[config.mk]
export PLATFORM = sky130hd
export DESIGN_NAME = fll_rate_monitor
export DESIGN_NICKNAME = d
export VERILOG_FILES = /design/src/rtl/fll_rate_monitor.sv
export SDC_FILE = /design/constraint.sdc
export NUM_CORES = 1
export LEC_CHECK = 0
export CAP_MARGIN = 0
export CORE_AREA = 3 3 164 86
export CTS_CLUSTER_SIZE = 12
export DETAILED_ROUTE_END_ITERATION = 8
export DIE_AREA = 0 0 167 89
export HOLD_SLACK_MARGIN = 0.15
export PLACE_DENSITY_LB_ADDON = 0.25
export SETUP_SLACK_MARGIN = 0.05
export SLEW_MARGIN = 20
export SYNTH_ARGS = -nofsm -noshare
export SYNTH_HDL_FRONTEND = slang
export SYNTH_SLANG_ARGS = --single-unit
export TNS_END_PERCENT = 30
[constraint.sdc]
create_clock -name CLK_IP_i -period 9.8 [get_ports CLK_IP_i]
set_input_delay 1.96 -clock CLK_IP_i [delete_from_list [all_inputs] [get_ports CLK_IP_i]]
set_output_delay 1.96 -clock CLK_IP_i [all_outputs]
set_load 0.05 [all_outputs]
[src/rtl/fll_rate_monitor.sv]
// FLL rate monitor: counts synchronized master bit-clock rising edges over a
// programmable window of local clocks and compares the count against a target
// with a deadband. Sticky speedup/slowdown interrupts are raised after
// CONSEC_N consecutive out-of-band windows in the same direction.
//
// state | meaning
// IDLE  | monitor off; partial window and run counters discarded
// ARM   | synchronizer settling for SYNC_STAGES+1 cycles, no edges counted
// COUNT | back-to-back windows of W = max(window_len_i, 2) cycles
module fll_rate_monitor #(
    parameter int CNT_W       = 16,
    parameter int WIN_W       = 16,
    parameter int CONSEC_N    = 2,
    parameter int SYNC_STAGES = 2
) (
    input  logic             CLK_IP_i,
    input  logic             RST_IP_i,
    input  logic             enable_i,
    input  logic             bitclk_master_i,
    input  logic [WIN_W-1:0] window_len_i,
    input  logic [CNT_W-1:0] target_cnt_i,
    input  logic [CNT_W-1:0] deadband_i,
    input  logic [1:0]       int_clr_i,
    output logic             Interrupt_speedup_o,
    output logic             Interrupt_slowdown_o,
    output logic [CNT_W-1:0] edge_cnt_o,
    output logic             cnt_valid_o,
    output logic             sat_o
);

    localparam int ARM_W = $clog2(SYNC_STAGES + 1) + 1;
    localparam int RUN_W = 4;
    // ARM counts down from SYNC_STAGES to 0, giving SYNC_STAGES+1 cycles
    localparam logic [ARM_W-1:0] ARM_LOAD = ARM_W'(SYNC_STAGES);
    localparam logic [RUN_W-1:0] RUN_MAX  = RUN_W'(CONSEC_N);
    localparam logic [CNT_W-1:0] CNT_MAX  = '1;

    typedef enum logic [1:0] {IDLE, ARM, COUNT} state_t;

    state_t state_q, state_nxt;

    logic [SYNC_STAGES-1:0] sync_q;
    logic                   hist_q;
    logic                   rise;
    logic [ARM_W-1:0]       arm_cnt_q;
    logic [WIN_W-1:0]       win_cnt_q;
    logic [WIN_W-1:0]       win_load;
    logic [CNT_W-1:0]       cnt_q, cnt_inc;
    logic                   sat_q, sat_inc;
    logic                   arm_load, count_start, count_en, win_last;
    logic [CNT_W:0]         cnt_ext, tgt_ext, db_ext;
    logic                   fast, slow, fast_set, slow_set;
    logic [RUN_W-1:0]       fast_run_q, slow_run_q, fast_run_nxt, slow_run_nxt;

    // State register
    always_ff @(posedge CLK_IP_i) begin
        if (RST_IP_i) state_q <= IDLE;
        else          state_q <= state_nxt;
    end

    // Next-state logic; dropping enable returns to IDLE from any state
    always_comb begin
        state_nxt = state_q;
        if (!enable_i) begin
            state_nxt = IDLE;
        end else begin
            case (state_q)
                IDLE:    state_nxt = ARM;
                ARM:     if (arm_cnt_q == '0) state_nxt = COUNT;
                COUNT:   state_nxt = COUNT;
                default: state_nxt = IDLE;
            endcase
        end
    end

    // FSM-derived control strobes
    always_comb begin
        arm_load    = (state_q == IDLE) && enable_i;
        count_start = (state_q == ARM) && enable_i && (arm_cnt_q == '0);
        count_en    = (state_q == COUNT) && enable_i;
        win_last    = count_en && (win_cnt_q == '0);
    end

    // Master clock synchronizer plus history flop for edge detection
    always_ff @(posedge CLK_IP_i) begin
        if (RST_IP_i) begin
            sync_q <= '0;
            hist_q <= 1'b0;
        end else begin
            sync_q <= {sync_q[SYNC_STAGES-2:0], bitclk_master_i};
            hist_q <= sync_q[SYNC_STAGES-1];
        end
    end

    // Edge detect, clamped window reload value and saturating increment
    always_comb begin
        rise     = sync_q[SYNC_STAGES-1] & ~hist_q;
        win_load = (window_len_i < WIN_W'(2)) ? WIN_W'(1) : window_len_i - WIN_W'(1);
        cnt_inc  = cnt_q;
        sat_inc  = sat_q;
        if (rise) begin
            if (cnt_q == CNT_MAX) sat_inc = 1'b1;
            else                  cnt_inc = cnt_q + CNT_W'(1);
        end
    end

    // ARM settle timer and window down-counter
    always_ff @(posedge CLK_IP_i) begin
        if (RST_IP_i) begin
            arm_cnt_q <= '0;
            win_cnt_q <= '0;
        end else begin
            if (arm_load)
                arm_cnt_q <= ARM_LOAD;
            else if (state_q == ARM && arm_cnt_q != '0)
                arm_cnt_q <= arm_cnt_q - ARM_W'(1);
            if (count_start || win_last)
                win_cnt_q <= win_load;
            else if (count_en)
                win_cnt_q <= win_cnt_q - WIN_W'(1);
        end
    end

    // Edge accumulation and publication of each completed window
    always_ff @(posedge CLK_IP_i) begin
        if (RST_IP_i) begin
            cnt_q       <= '0;
            sat_q       <= 1'b0;
            edge_cnt_o  <= '0;
            sat_o       <= 1'b0;
            cnt_valid_o <= 1'b0;
        end else begin
            cnt_valid_o <= win_last;
            if (win_last) begin
                edge_cnt_o <= cnt_inc;
                sat_o      <= sat_inc;
                cnt_q      <= '0;
                sat_q      <= 1'b0;
            end else if (count_en) begin
                cnt_q <= cnt_inc;
                sat_q <= sat_inc;
            end else begin
                cnt_q <= '0;
                sat_q <= 1'b0;
            end
        end
    end

    // Band comparison one bit wider than the count so target+deadband cannot wrap
    always_comb begin
        cnt_ext = {1'b0, edge_cnt_o};
        tgt_ext = {1'b0, target_cnt_i};
        db_ext  = {1'b0, deadband_i};
        fast    = cnt_ext > (tgt_ext + db_ext);
        slow    = (cnt_ext + db_ext) < tgt_ext;
        fast_run_nxt = '0;
        slow_run_nxt = '0;
        if (fast) fast_run_nxt = (fast_run_q >= RUN_MAX) ? RUN_MAX : fast_run_q + RUN_W'(1);
        if (slow) slow_run_nxt = (slow_run_q >= RUN_MAX) ? RUN_MAX : slow_run_q + RUN_W'(1);
        fast_set = cnt_valid_o && fast && (fast_run_nxt == RUN_MAX);
        slow_set = cnt_valid_o && slow && (slow_run_nxt == RUN_MAX);
    end

    // Run counters and sticky interrupts; a set beats a coincident clear
    always_ff @(posedge CLK_IP_i) begin
        if (RST_IP_i) begin
            fast_run_q           <= '0;
            slow_run_q           <= '0;
            Interrupt_speedup_o  <= 1'b0;
            Interrupt_slowdown_o <= 1'b0;
        end else begin
            if (state_q == IDLE) begin
                fast_run_q <= '0;
                slow_run_q <= '0;
            end else if (cnt_valid_o) begin
                fast_run_q <= fast_run_nxt;
                slow_run_q <= slow_run_nxt;
            end
            if (fast_set) begin
                Interrupt_speedup_o  <= 1'b1;
                Interrupt_slowdown_o <= 1'b0;
            end else if (slow_set) begin
                Interrupt_slowdown_o <= 1'b1;
                Interrupt_speedup_o  <= 1'b0;
            end else begin
                if (int_clr_i[1]) Interrupt_speedup_o  <= 1'b0;
                if (int_clr_i[0]) Interrupt_slowdown_o <= 1'b0;
            end
        end
    end

endmodule

; ---- Word level (Yosys, flattened, before mapping)
; Index checks and enable logic that the tools add are counted.
; Widths: inputs -> output; s select.
[word_totals]
regBits = 69
in_bits = 54
output_inout_bits = 20
word_cells = 82
[classes]
addsub = 8
magnitude_cmp = 5
n_eq_ne = 6
mux = 20
bitwise_logic = 4
n_reduce_logical = 24
[op_table]
columns = cell, count
row1 = $mux 16, 5
row2 = $add 16x16->17, 2
row3 = $sub 16x1->16 const B, 2
row4 = $gt 16x17->1, 1
row5 = $lt 17x16->1, 1
row6 = $add 16x1->16 const B, 1
row7 = $eq 16x16->1 const B, 1
row8 = $logic_not 16->1, 1
row9 = $lt 16x2->1 const B, 1
row10 = $mux 4, 4
row11 = $logic_and 1x1->1, 10
row12 = $add 4x1->4 const B, 2
row13 = $eq 4x2->1 const B, 2
row14 = $ge 4x2->1 const B, 2
row15 = $reduce_or 2->1, 4
row16 = $mux 1, 7
row17 = $mux 2, 3
row18 = $pmux 2 s3, 1
row19 = $reduce_bool 2->1, 3
row20 = $reduce_bool 3->1, 2
row21 = $logic_not 3->1, 1
row22 = $not 1->1, 3
row23 = $reduce_or 3->1, 1
row24 = $sub 3x1->3 const B, 1
row25 = 6 further kinds, 6

; ---- Depth between registers and ports, before layout
; Gate-level depths: netlist of the first run.
[logic_depth]
word_depth = 7
mapped_depth = 16
ltp_nobuf = 16

; ---- Worst setup path after synthesis of the first run
; OpenSTA, ideal clock, no wires.
[synth_timing]
path_type = input to register
from = in target_cnt_i[0]
to = reg fast_run_q[0]
setup_ns = 0.121
arrival_time_ns = 5.166
t_required_ns = 9.679
path_slack_ns = 4.513
stages = 16
path_buffers = 0
cell_sequence = ha_1 fa_1 a21o_1 a211oi_1 o21ai_1 a31o_2 a21oi_1 xor2_1 ha_1 nand4_1 or2_2 o311ai_0 a211oi_1 o21ai_0 nor4b_2 mux2_2
[synth_via]
elab_chain_cells = 3
[synth_lines]
columns = element, line_no
row1 = "start, declared", 21  ; input logic [CNT_W-1:0] target_cnt_i,
row2 = $add 16x16->17, 154  ; fast = cnt_ext > (tgt_ext + db_ext);
row3 = $gt 16x17->1, 154
row4 = $mux 4, 158  ; if (fast) fast_run_nxt = (fast_run_q >= RUN_MAX) ? RUN_MAX : fast_run_q + RUN_W'(1);
row5 = "end signal, assigned", 176  ; fast_run_q <= fast_run_nxt;
row6 = "end, declared", 53  ; logic [RUN_W-1:0] fast_run_q, slow_run_q, fast_run_nxt, slow_run_nxt;
; Every way passes these cells.
; A chain may end at the register's enable or synchronous reset.

; ---- Worst setup path in the final report of the first run
[layout_timing]
from = in deadband_i[0]
to = reg fast_run_q[0]
[layout_via]
elab_chain_cells = 3
[layout_lines]
columns = element, line_no
row1 = "start, declared", 22  ; input logic [CNT_W-1:0] deadband_i,
row2 = $add 16x16->17, 154
row3 = $gt 16x17->1, 154
row4 = $mux 4, 158
; Every way passes these cells.

==> results.md, run 1 <==
Clock network:
- The count of clock tree sinks is 69.
- For this design, the CTS-stage hold fixing added 0 buffers.
- The count of buffers added by post-CTS timing repair for setup is 0.
- TritonCTS built the clock tree.
- Clock latency on the worst-skew pair, taken at its later pin, is 0.33 ns.
- The maximum buffer depth of the clock tree is 2.
- The register clock-pin slew on the reported worst setup and hold paths is approximately 0.05 ns.
- Buffers inserted during clock tree synthesis total 9.
- The number of gates resized after CTS was 0.
- The buffer type at the clock tree root is clkbuf_16.
- The count of H-tree levels built during CTS is 3.

Synthesis:
- Of all flip-flops after synthesis, the portion carrying an async set or reset was 0%.
- The cell area after synthesis is approximately 5600 um^2.
- The flip-flop cell with the highest count after synthesis is dfxtp_1.
- The share of the Yosys chip area taken by registers is between 20% and 30%.
- Yosys mapped the design onto 67 distinct sky130hd cell types.
- The gate count of the mapped netlist is just under 700.
- The number of register bits inferred by synthesis is slightly below 70.
- The total nets after synthesis is between 800 and 900.
- The number of synthesized flops with an enable pin is 0.
- For this run, the number of Yosys warnings is 0.
- The average instance area after synthesis is 8.102 um^2.

Power:
- The share of total power in combinational logic is ~26%.
- Cell internal power was estimated by the tool at roughly 0.64 mW.
- The static power due to leakage is between 2 and 3 nW.
- The power density over the cells is 131.7 nW/um^2.
- The switching power summed over all nets is between 0.2 and 0.3 mW.
- The relative contribution of the clock network to total power is just over 40%.
- The peak supply drop is 94.95 uV.
- The fraction of power spent switching nets is around 28%.
- Sequential cells burn about 33% of the power.

Route:
- The aggregate routed wire length is between 10,000 and 15,000 um.
- The routed via count is 5,044.
- For this block, the initial DRC count from the detailed router was around 230.
- In this run the remaining antenna-violating nets after routing total 0.
- Before antenna repair, the detailed router went through 5 iterations.
- Dividing the detail-routed via count by the number of cells gives 5.418.
- After detailed routing, the average wire length per cell comes to around 14 um.
- The final routed DRC violation total is 0.

Global routing:
- The via count of the first global-routing pass is approximately 4,700.
- The overall global routing resource usage is about 17%.
- The initial antenna violation count is 0.
- The first global-routing pass estimated between 20,000 and 25,000 um of wire.
- Entering global routing, the biggest net connects 50 pins.
- Summed over all layers, the global routing overflow is 0.

Setup path:
- For the worst setup path, the data required time is about 10 ns.
- The endpoint identified for the worst register-to-register timing path is slow_run_q[0].
- The worst setup path is of the input pin to register kind.
- The setup slack on the worst flop-to-flop path is approximately 5.8 ns.
- STA puts the critical path data arrival time at 5.99 ns.
- The highest fanout seen on the critical path is 3.
- The element type at the critical path end is a register.
- The worst setup path is launched from an input pin.
- In this run the critical register-to-register path is launched from edge_cnt_o[0].
- The number of cells on the worst reg-to-reg path is 15.

STA:
- The smallest clock period supported by the final layout is computed as a little under 6 ns.
- The count of pins over their slew limit came to 0.
- The total count of hold-check failures in the final report came to 0.
- The worst slack on hold paths is ~0.44 ns.
- The count of endpoints failing setup in the final report is 0.
- The transition time at the pin with the least slew margin is about 0.97 ns.
- Of the available clock period, the critical path in the final layout requires 58.92%.
- The worst setup skew after layout is 0.005321 ns.
- Setup repair after global routing left no endpoint under its margin.
- The headroom to the max-slew limit is roughly 36%.
- The accumulated negative setup slack is 0 ns.
- The timing-limited maximum frequency is ~0.17 GHz.
- The final worst setup slack is between 4 and 5 ns.

Finish:
- The number of nets in the final layout is 888.
- The number of antenna diodes in the final layout is 0.
- The area growth from synthesis to layout is 21.42%.
- Once layout is done, the placed cells without fillers occupy approximately 6800 um^2.
- In the final layout, flip-flops and latches occupy around 1400 um^2.
- The library cells used most frequently in the layout, excluding fill and tap cells, are ha_1 (75), nor2_1 (74), clkdlybuf4s50_1 (72), dfxtp_1 (69), a21oi_1 (49).
- The library cell used most frequently in the layout, excluding fill and tap cells, is ha_1.
- The filler cells instantiated in the layout total approximately 1,200.
- The share of cells above drive strength 1 is around 6.0%.
- In the final layout, the multi-input gates occupy between 3000 and 4000 um^2.

Worst hold path:
- The worst min-delay path startpoint is sync_q[0].
- The hold path endpoint is sync_q[1].
- The class of the tightest hold or removal check is register to register.
- The cell depth of the worst min-delay path is 1.

Floorplanning:
- The die span in y is ~89 um.
- The effective utilization at floorplan is 44.15%.
- For this design the top-level I/O count stands at 74.
- The full die area is ~15,000 um^2.
- The row count is 29.
- The floorplan step defined a core boundary enclosing 12,660 um^2.
- The die width is approximately 170 um.

Placement:
- The half-perimeter wire length of the detailed placement result is approximately 10000 um.
- The post-detailed-placement cell area is ~6400 um^2.
- Before CTS, the worst setup slack after placement is about 3.7 ns.
- The final weighted congestion in routability-driven placement is 0.9033.
- The count of buffers added on input and output ports is between 70 and 80.

Outcome:
- The flow ran to the end, and the final reports show no timing, DRC or antenna violations.

Run:
- The number of max-capacitance violations reported is 0.
==> synth_stat cells, drive strengths merged (12+ instances only) <==
| master | instances | area share, % |
|---|---|---|
| ha | 75 | 17 |
| nand4 | 13 | 1.5 |
| nand3 | 23 | 2.1 |
| a21o | 18 | 2.4 |
| dfxtp | 69 | 25 |
| nand2 | 48 | 3.2 |
| xor2 | 26 | 4.1 |
| o21ai | 30 | 2.7 |
| a211oi | 29 | 3.9 |
| nor3 | 26 | 3.1 |
| xnor2 | 32 | 5.0 |
| nor2 | 77 | 5.3 |
| a21oi | 51 | 4.7 |
| clkbuf | 12 | 0.81 |
| inv | 40 | 2.7 |
==> metrics by stage <==
step / cells / utilization (%) / total power [mW]
3_3_place_gp: 916 / 50.93 / 0.5253
2_1_floorplan: 690 / - / 0.4675
6_report: 931 / 53.60 / 0.8939
4_1_cts: 931 / 53.60 / 0.9005
5_1_grt: 931 / 53.60 / 0.9435
3_5_place_dp: 916 / 50.93 / 0.5302
==> per-layer routing <==
layer / track usage [%] / part of all wire (%) / vias up
li1: - / - / 2639
met1: 23.67 / 52 / 2309
met2: 29.50 / 43 / 92
met3: 3.489 / 4.6 / 4
met4: 2.769 / 0.38 / 0
met5: 0 / 0 / -
==> kinds of logic (layout without fill, tap and decap cells) <==
family | Yosys count | count (layout) | synth area share, %
xor+xnor | 58 | 58 | 9.087
buf+inv | 58 | 129 | 4.230
compound gates | 174 | 174 | 20.35
mux | 6 | 6 | 1.119
fa+ha+maj | 77 | 77 | 17.50
flops | 69 | 69 | 24.71
simple gates | 248 | 248 | 23.01
==> how the worst max path moves through the flow <==
stage,startpoint,end
finish,deadband_i[0],fast_run_q[0]
global route,deadband_i[0],slow_run_q[1]
CTS,deadband_i[0],slow_run_q[0]
detailed placement,deadband_i[0],slow_run_q[2]
global placement,target_cnt_i[0],fast_run_q[0]
floorplan,target_cnt_i[0],fast_run_q[0]
==> layout make-up <==
| class | instances | area share [%] |
|---|---|---|
| Clock buffer | 9 | 3.318 |
| Clock inverter | 6 | 1.659 |
| Inverter | 40 | 2.212 |
| Multi-Input combinational cell | 563 | 58.53 |
| Sequential cell | 69 | 20.35 |
| Tap cell | 170 | 3.134 |
| Timing Repair Buffer | 74 | 10.80 |
==> critical path: stages <==
cell	delay (ns)
clkdlybuf4s50_1	0.43
ha_1	0.23
fa_1	0.41
a21o_1	0.19
a211oi_1	0.34
o21ai_1	0.15
a32oi_1	0.30
nand2_1	0.12
xnor2_1	0.14
ha_1	0.30
nand4_1	0.12
or2_2	0.32
o311ai_0	0.35
a211oi_1	0.08
o21ai_0	0.18
nor4b_2	0.10
mux2_2	0.28
==> power by group through the flow <==
stage | clock network [mW] | registers (mW) | logic (mW)
final | 0.368 | 0.298 | 0.228
after global routing | 0.389 | 0.299 | 0.255
after CTS | 0.374 | 0.298 | 0.228
after detailed placement | 0 | 0.304 | 0.226
after global placement | 0 | 0.304 | 0.221
after floorplan | 0 | 0.306 | 0.162
==> state kept, by name, indices dropped and copies added (netlist names), 2 cells and up <==
name / flops
arm_cnt_q: 3
cnt_q: 16
edge_cnt_o: 16
win_cnt_q: 16
fast_run_q: 4
state_q: 2
sync_q: 2
slow_run_q: 4
No activity file was read; power rests on OpenSTA's default activity.
==> run 2: changes to the inputs <==
Clock period 9.8 ns to 5.7 ns, I/O delays scaled along.
==> run 2 against run 1 <==
- non-clock buffer count grew 1
- routed wire length shrank 1.3%
- critical endpoint is now slow_run_q[0]
- register-to-register slack lost 4.2 ns
- global-route usage grew 0.12 points
- power grew 65%
- worst hold slack gained 0.0018 ns
==> results.md, run 2 (synthesized netlist as in run 1, its figures left out) <==
Outcome:
- The flow ran to the end, and the final reports show no timing, DRC or antenna violations.

Clock network:
- The count of buffers added by post-CTS timing repair for setup is 0.
- The maximum buffer depth of the clock tree is 2.
- The H-tree generated during clock tree synthesis spans 3 levels.
- The clock reaches the later pin of the worst-skew pair after approximately 0.33 ns.
- The TritonCTS clock tree is done.
- Clock-pin slew was measured on the worst setup and hold paths at roughly 0.06 ns.
- The number of gates resized after CTS is 0.
- For this design, the CTS-stage hold fixing added 0 buffers.
- The CTS buffer count is 9.
- The clock drives 69 sinks.
- CTS placed an instance of clkbuf_16 at the clock tree root.

Floorplanning:
- Once the floorplan was initialized, standard cells occupied between 40 and 50% of the core.
- The row count is 29.
- The die span in y is 89 um.
- The full die area is 14,860 um^2.
- The core region is 12,660 um^2.
- The die width is 167 um.
- between 70 and 80 I/O pins were placed.

Route:
- The detailed router used layers up to and including met4.
- The aggregate routed wire length is around 13,000 um.
- The starting DRC count in detailed routing is 232.
- The detailed router put a total of approximately 6600 um of wire on met1.
- The wire length on met3 is 655 um.
- The iteration count of the initial detailed-routing pass is 5.
- The final routed DRC violation total is 0.
- After detailed routing, the met2 layer carries between 5000 and 6000 um of wire.
- Once detail routing completed, the nets flagged for antenna violations numbered 0.
- In the final routed layout, each cell accounts on average for 13.76 um.
- The final route contains between 5,000 and 6,000 vias.
- The via count normalized by instance count is roughly 5.4.

Placement:
- The total placed cells including tap cells is around 920.
- The count of buffers inserted at the top-level ports is between 70 and 80.
- Once detailed placement completed, the half-perimeter wirelength came to around 9900 um.
- OpenSTA, run right after detailed placement, puts the worst setup slack at around 0.4 ns.
- The final weighted congestion in routability-driven placement is between 0.9 and 1.

Setup path:
- The worst setup path is launched from an input pin.
- The worst setup path is of the input pin to register kind.
- The slowest stage of the critical path is the a2111oi_0 cell.
- The required time of the critical path is a little under 6 ns.
- The highest fanout seen on the critical path is 4.
- The element type at the critical path end is a register.
- Data arrives at the worst endpoint at between 5 and 6 ns.
- The biggest cell delay along the critical path is ~0.52 ns.
- Traced cell by cell, the critical path runs through clkdlybuf4s50_1 > ha_1 > fa_1 > a211oi_1 > o21bai_1 > a31o_2 > a2111oi_0 > o21bai_1 > a21oi_1 > xnor2_1 > ha_1 > o21a_1 > o21a_1 > o311ai_0 > nand4_1 > o21ai_0.

STA:
- The headroom to the max-slew limit is 36.14%.
- The total count of hold-check failures in the final report is 0.
- The minimum clock period is around 5 ns.
- The timing-limited maximum frequency is 0.1998 GHz.
- The post-route clock period utilization is 87.81%.
- The worst setup skew after layout is between 0.004 and 0.005 ns.
- In the final timing run, aggregate negative setup slack is 0 ns.
- The transition time at the pin with the least slew margin is ~0.96 ns.
- Setup violations remaining at the end of the flow were counted as 0.
- Setup repair after global routing left no endpoint under its margin.
- The count of pins over their slew limit came to 0.
- The final worst setup slack is roughly 0.69 ns.

Power:
- The analysis attributes to cell leakage a power of approximately 2.8 nW.
- The peak supply drop is 143.3 uV.
- Dividing total power by cell area gives a power density of between 200 and 250 nW/um^2.

Worst hold path:
- The min-delay analysis places its worst path in the category register to register.

Global routing:
- The total overflow left after global routing is 0.
- The via count of the first global-routing pass is around 4,800.
- The initial antenna violation count is 0.
- The overall global routing resource usage is ~17%.
- The first-pass GRT wire length is between 20,000 and 25,000 um.
- Entering global routing, the biggest net connects 50 pins.

Run:
- The number of max-capacitance violations reported is 0.

Finish:
- The antenna diode count is 0.
- Leaving out fill and tap cells, the most frequent cells in the layout are ha_1 (75), nor2_1 (74), clkdlybuf4s50_1 (72), dfxtp_1 (69), a21oi_1 (49).
- In the final layout, the share of cells above drive strength 1 is 6.291%.
- The area overhead of the layout relative to synthesis is 21.08%.
- The largest registers in the layout are cnt_q x16, edge_cnt_o x16, win_cnt_q x16.
- For this run, the number of standard cells in the final layout without fillers is 933.
- The number of nets in the final layout is approximately 890.
- The leading cell type in the layout, fill and taps excluded is ha_1.
run 2: path summary, 6_finish.rpt:
path                      start             to  slack (ns)  cells after the start
hold / removal        sync_q[0]      sync_q[1]        0.44                      1
hold reg to reg       sync_q[0]      sync_q[1]        0.44                      1
setup reg to reg  edge_cnt_o[0]  slow_run_q[0]        1.62                     15
setup / recovery  deadband_i[0]  slow_run_q[0]        0.69                     16
run 2: area by class of cell:
class	count	area, um^2
well taps	170	212.7
multi-input cells	563	3973
inverters	40	150.1
repair buffers	75	740.7
fillers	1233	5894
clock inverters	5	58.81
clock buffers	11	252.7
flip-flops and latches	69	1381
run 2: metal layers:
| layer | GRT usage, % | vias to the layer above |
|---|---|---|
| met2 | 29.24 | 118 |
| li1 | - | 2648 |
| met5 | 0 | - |
| met4 | 4.416 | 0 |
| met1 | 23.90 | 2295 |
| met3 | 2.959 | 15 |
run 2: worst max-delay path: cells and delay by family:
family	cells	cell delay (ns)
compound gates	10	2.31
buf+inv	1	0.43
fa+ha+maj	3	0.95
simple gates	1	0.28
xor+xnor	1	0.16
run 2: stage by stage:
step | instance area, um^2 | total power, mW | util (%) | hold WS [ns]
floorplan | 5590 | 0.8037 | - | 0.4138
global placement | 6457 | 0.9040 | 50.99 | 0.4300
detailed placement | 6457 | 0.9105 | 50.99 | 0.4323
CTS | 6769 | 1.485 | 53.45 | 0.4451
global route | 6769 | 1.561 | 53.45 | 0.4598
finish | 6769 | 1.475 | 53.45 | 0.4374
run 2: power by group:
group | total, mW | internal [mW] | switching, mW
logic | 0.391 | 0.180 | 0.211
registers | 0.513 | 0.497 | 0.0157
clock network | 0.571 | 0.362 | 0.209
==> run 3: changes to the inputs <==
Settings changed: CAP_MARGIN 0 to default.
Clock period 5.7 ns to 5.19 ns, I/O delays scaled along.
==> run 3 against run 2 <==
- utilization rose by 0.29 points
- sequential share of layout area is 0.11 points lower
- register-to-register slack worse by 0.47 ns
- routed wire length rose by 0.91%
- worst setup slack got worse by 0.35 ns
- via count decreased by 1.3%
- first-iteration DRC count is 8.2% lower
- count of clock-buffer cells in the layout decreased by 1
- sequential power is 9.7% higher
- cell count grew 0.21%
- critical endpoint unchanged
==> results.md, run 3 (synthesized netlist as in run 1, its figures left out) <==
Outcome:
- The run finished with clean final reports.

Floorplanning:
- The row count is 29.
- The total core area is 12,660 um^2.
- 74 I/O pins were placed.
- The initial utilization of the core area, before any placement, comes to approximately 44%.
- The die span in y is just under 90 um.
- The die is 167 um wide.
- The full die area is approximately 15,000 um^2.

Finish:
- The largest registers in the layout are cnt_q x16, edge_cnt_o x16, win_cnt_q x16.
- Compared with the post-synthesis result, the final layout area differs by 21.73%.
- The post-route netlist has 6.536% of its cells at a drive strength greater than 1.
- The leading cell type in the layout, fill and taps excluded is ha_1.
- The number of filler cells placed in the layout is roughly 1,200.
- The area of all placed cells without fillers is between 6000 and 7000 um^2.
- The library cells used most frequently in the layout, excluding fill and tap cells, are ha_1 (75), nor2_1 (74), clkdlybuf4s50_1 (72), dfxtp_1 (69), a21oi_1 (49).
- For this run, the post-layout net count is a little under 900.
- The antenna diode count is 0.

Setup path:
- The critical path in this run is classified as input pin to register.
- STA classifies the critical path endpoint as a register.
- Data on the critical path arrives at its endpoint at 5.10 ns.
- Along the worst path, the maximum fanout reaches 4.
- Data on the critical path is required at its endpoint by between 5 and 6 ns.
- The startpoint type of the worst setup path is an input pin.

Route:
- The first routing iteration left about 210 violations.
- In the final routed layout, each cell accounts on average for about 14 um.
- Using the TritonRoute via totals, the vias-per-cell ratio works out to approximately 5.4.
- The aggregate routed wire length is about 13,000 um.
- The count of nets left with antenna violations once routing finished came out at 0.
- Across all layers, the routed design uses 5,012 vias.
- The first detailed-routing pass took 4 iterations.
- The final routed DRC violation total is 0.

Placement:
- The wire-length estimate of the detail-placed layout is 10,240 um.
- After detailed placement, the total cell area comes to between 6000 and 7000 um^2.
- The final weighted congestion in routability-driven placement is roughly 0.86.
- Input and output buffers added on the ports amount to between 70 and 80.

Power:
- The overall power consumption is ~1.7 mW.
- The peak supply drop is about 190 uV.
- For this design the ratio of total power to cell area is 245.5 nW/um^2.
- The static power due to leakage is 2.817 nW.

STA:
- The accumulated negative setup slack is 0 ns.
- The count of pins over their slew limit was 0.
- Setup repair after global routing left no endpoint under its margin.
- The minimum clock period is between 4 and 5 ns.
- The count of endpoints failing setup in the final report is 0.
- The transition time at the pin with the least slew margin is 0.7585 ns.
- The headroom to the max-slew limit is 49.05%.
- The total count of hold-check failures in the final report is 0.
- Dividing the final minimum period by the clock period gives slightly above 90%.
- The worst setup skew after layout is between 0.01 and 0.015 ns.
- The timing-limited maximum frequency is between 0.2 and 0.25 GHz.

Clock network:
- The later pin in the worst-skew pair is clocked with a latency of 0.33 ns.
- Clock-pin slew was measured on the worst setup and hold paths at roughly 0.060 ns.
- The tree is rooted in a clkbuf_16.
- The clock drives ~70 sinks.
- CTS built an H-tree with a depth of 3.
- The maximum buffer depth of the clock tree is 2.
- After clock tree synthesis, the flow added hold-fix buffers numbering 0.
- TritonCTS built the clock tree.
- The CTS buffer count is 9.

Run:
- Across the run, the number of max-cap violations was 0.

Global routing:
- The initial antenna violation count is 0.
- The first global-routing pass estimated 22,140 um of wire.
- The via count of the first global-routing pass is between 4,000 and 5,000.
- Global routing used 17.71% of the available tracks.
- Summed over all layers, the global routing overflow is 0.
- Entering global routing, the biggest net connects 50 pins.

Worst hold path:
- In this run the worst hold path is classified as register to register.
-- run 3: changes by cell type in the layout (fill, tap and decap cells not counted), sizes merged --
cell,previous run,this run
bufinv,1,2
clkinv,2,1
inv,40,42
clkbuf,11,10
clkinvlp,2,1
buf,3,5
-- run 3: timing repair --
action                     4_1_cts  5_1_grt
setup buffers                    0        0
gates resized for setup          0        1
setup endpoints to repair        0        3
-- run 3: through the flow --
stage	utilization, %	hold slack (ns)	worst slack, ns	cells
detailed placement	51.11	0.4237	0.003803	919
floorplan	-	0.4138	0.8252	690
finish	53.74	0.4360	0.3418	935
global placement	51.11	0.4304	0.1549	919
CTS	53.74	0.4364	0.3340	935
global route	53.74	0.4684	0.05725	935
-- run 3: layout make-up --
cell class              instances  area [um^2]  share of cell area, %
clock inverters                 6        93.84                  1.379
flip-flops and latches         69         1381                  20.30
repair buffers                 77        755.7                  11.10
inverters                      40        150.1                  2.206
clock buffers                  10        239.0                  3.512
multi-input cells             563         3973                  58.37
well taps                     170        212.7                  3.126
-- run 3: power breakdown --
| part | total (mW) | internal, mW | leakage [nW] | switching [mW] |
|---|---|---|---|---|
| Sequential | 0.563 | 0.546 | 0.558 | 0.0172 |
| Clock | 0.674 | 0.438 | 0.160 | 0.237 |
| Combinational | 0.433 | 0.200 | 2.10 | 0.233 |
-- run 3: routing by layer --
| metal | wire (um) | track usage [%] | vias up |
|---|---|---|---|
| met5 | 0 | 0 | - |
| met4 | 68 | 2.919 | 0 |
| met3 | 464 | 2.959 | 5 |
| met2 | 5511 | 29.72 | 80 |
| met1 | 6906 | 24.69 | 2274 |
| li1 | - | - | 2653 |
-- run 3: critical path, stage by stage --
cell,delay (ns)
clkdlybuf4s50_1,0.43
ha_1,0.24
fa_1,0.42
a211oi_1,0.28
o21bai_1,0.14
a31o_2,0.30
a2111oi_0,0.50
o21bai_1,0.14
a21oi_1,0.21
xnor2_1,0.15
ha_1,0.26
o21a_1,0.12
o21a_1,0.18
nand2_1,0.07
and4_1,0.24
nand4_1,0.14
o21ai_0,0.23
-- run 3: path summary, 6_finish.rpt --
| check | startpoint | end | slack (ns) | depth (start not counted) |
|---|---|---|---|---|
| worst max-delay path | deadband_i[0] | slow_run_q[0] | 0.34 | 17 |
| worst min-delay path | sync_q[0] | sync_q[1] | 0.44 | 1 |
| worst max register to register | edge_cnt_o[0] | slow_run_q[0] | 1.15 | 16 |
| worst min register to register | sync_q[0] | sync_q[1] | 0.44 | 1 |
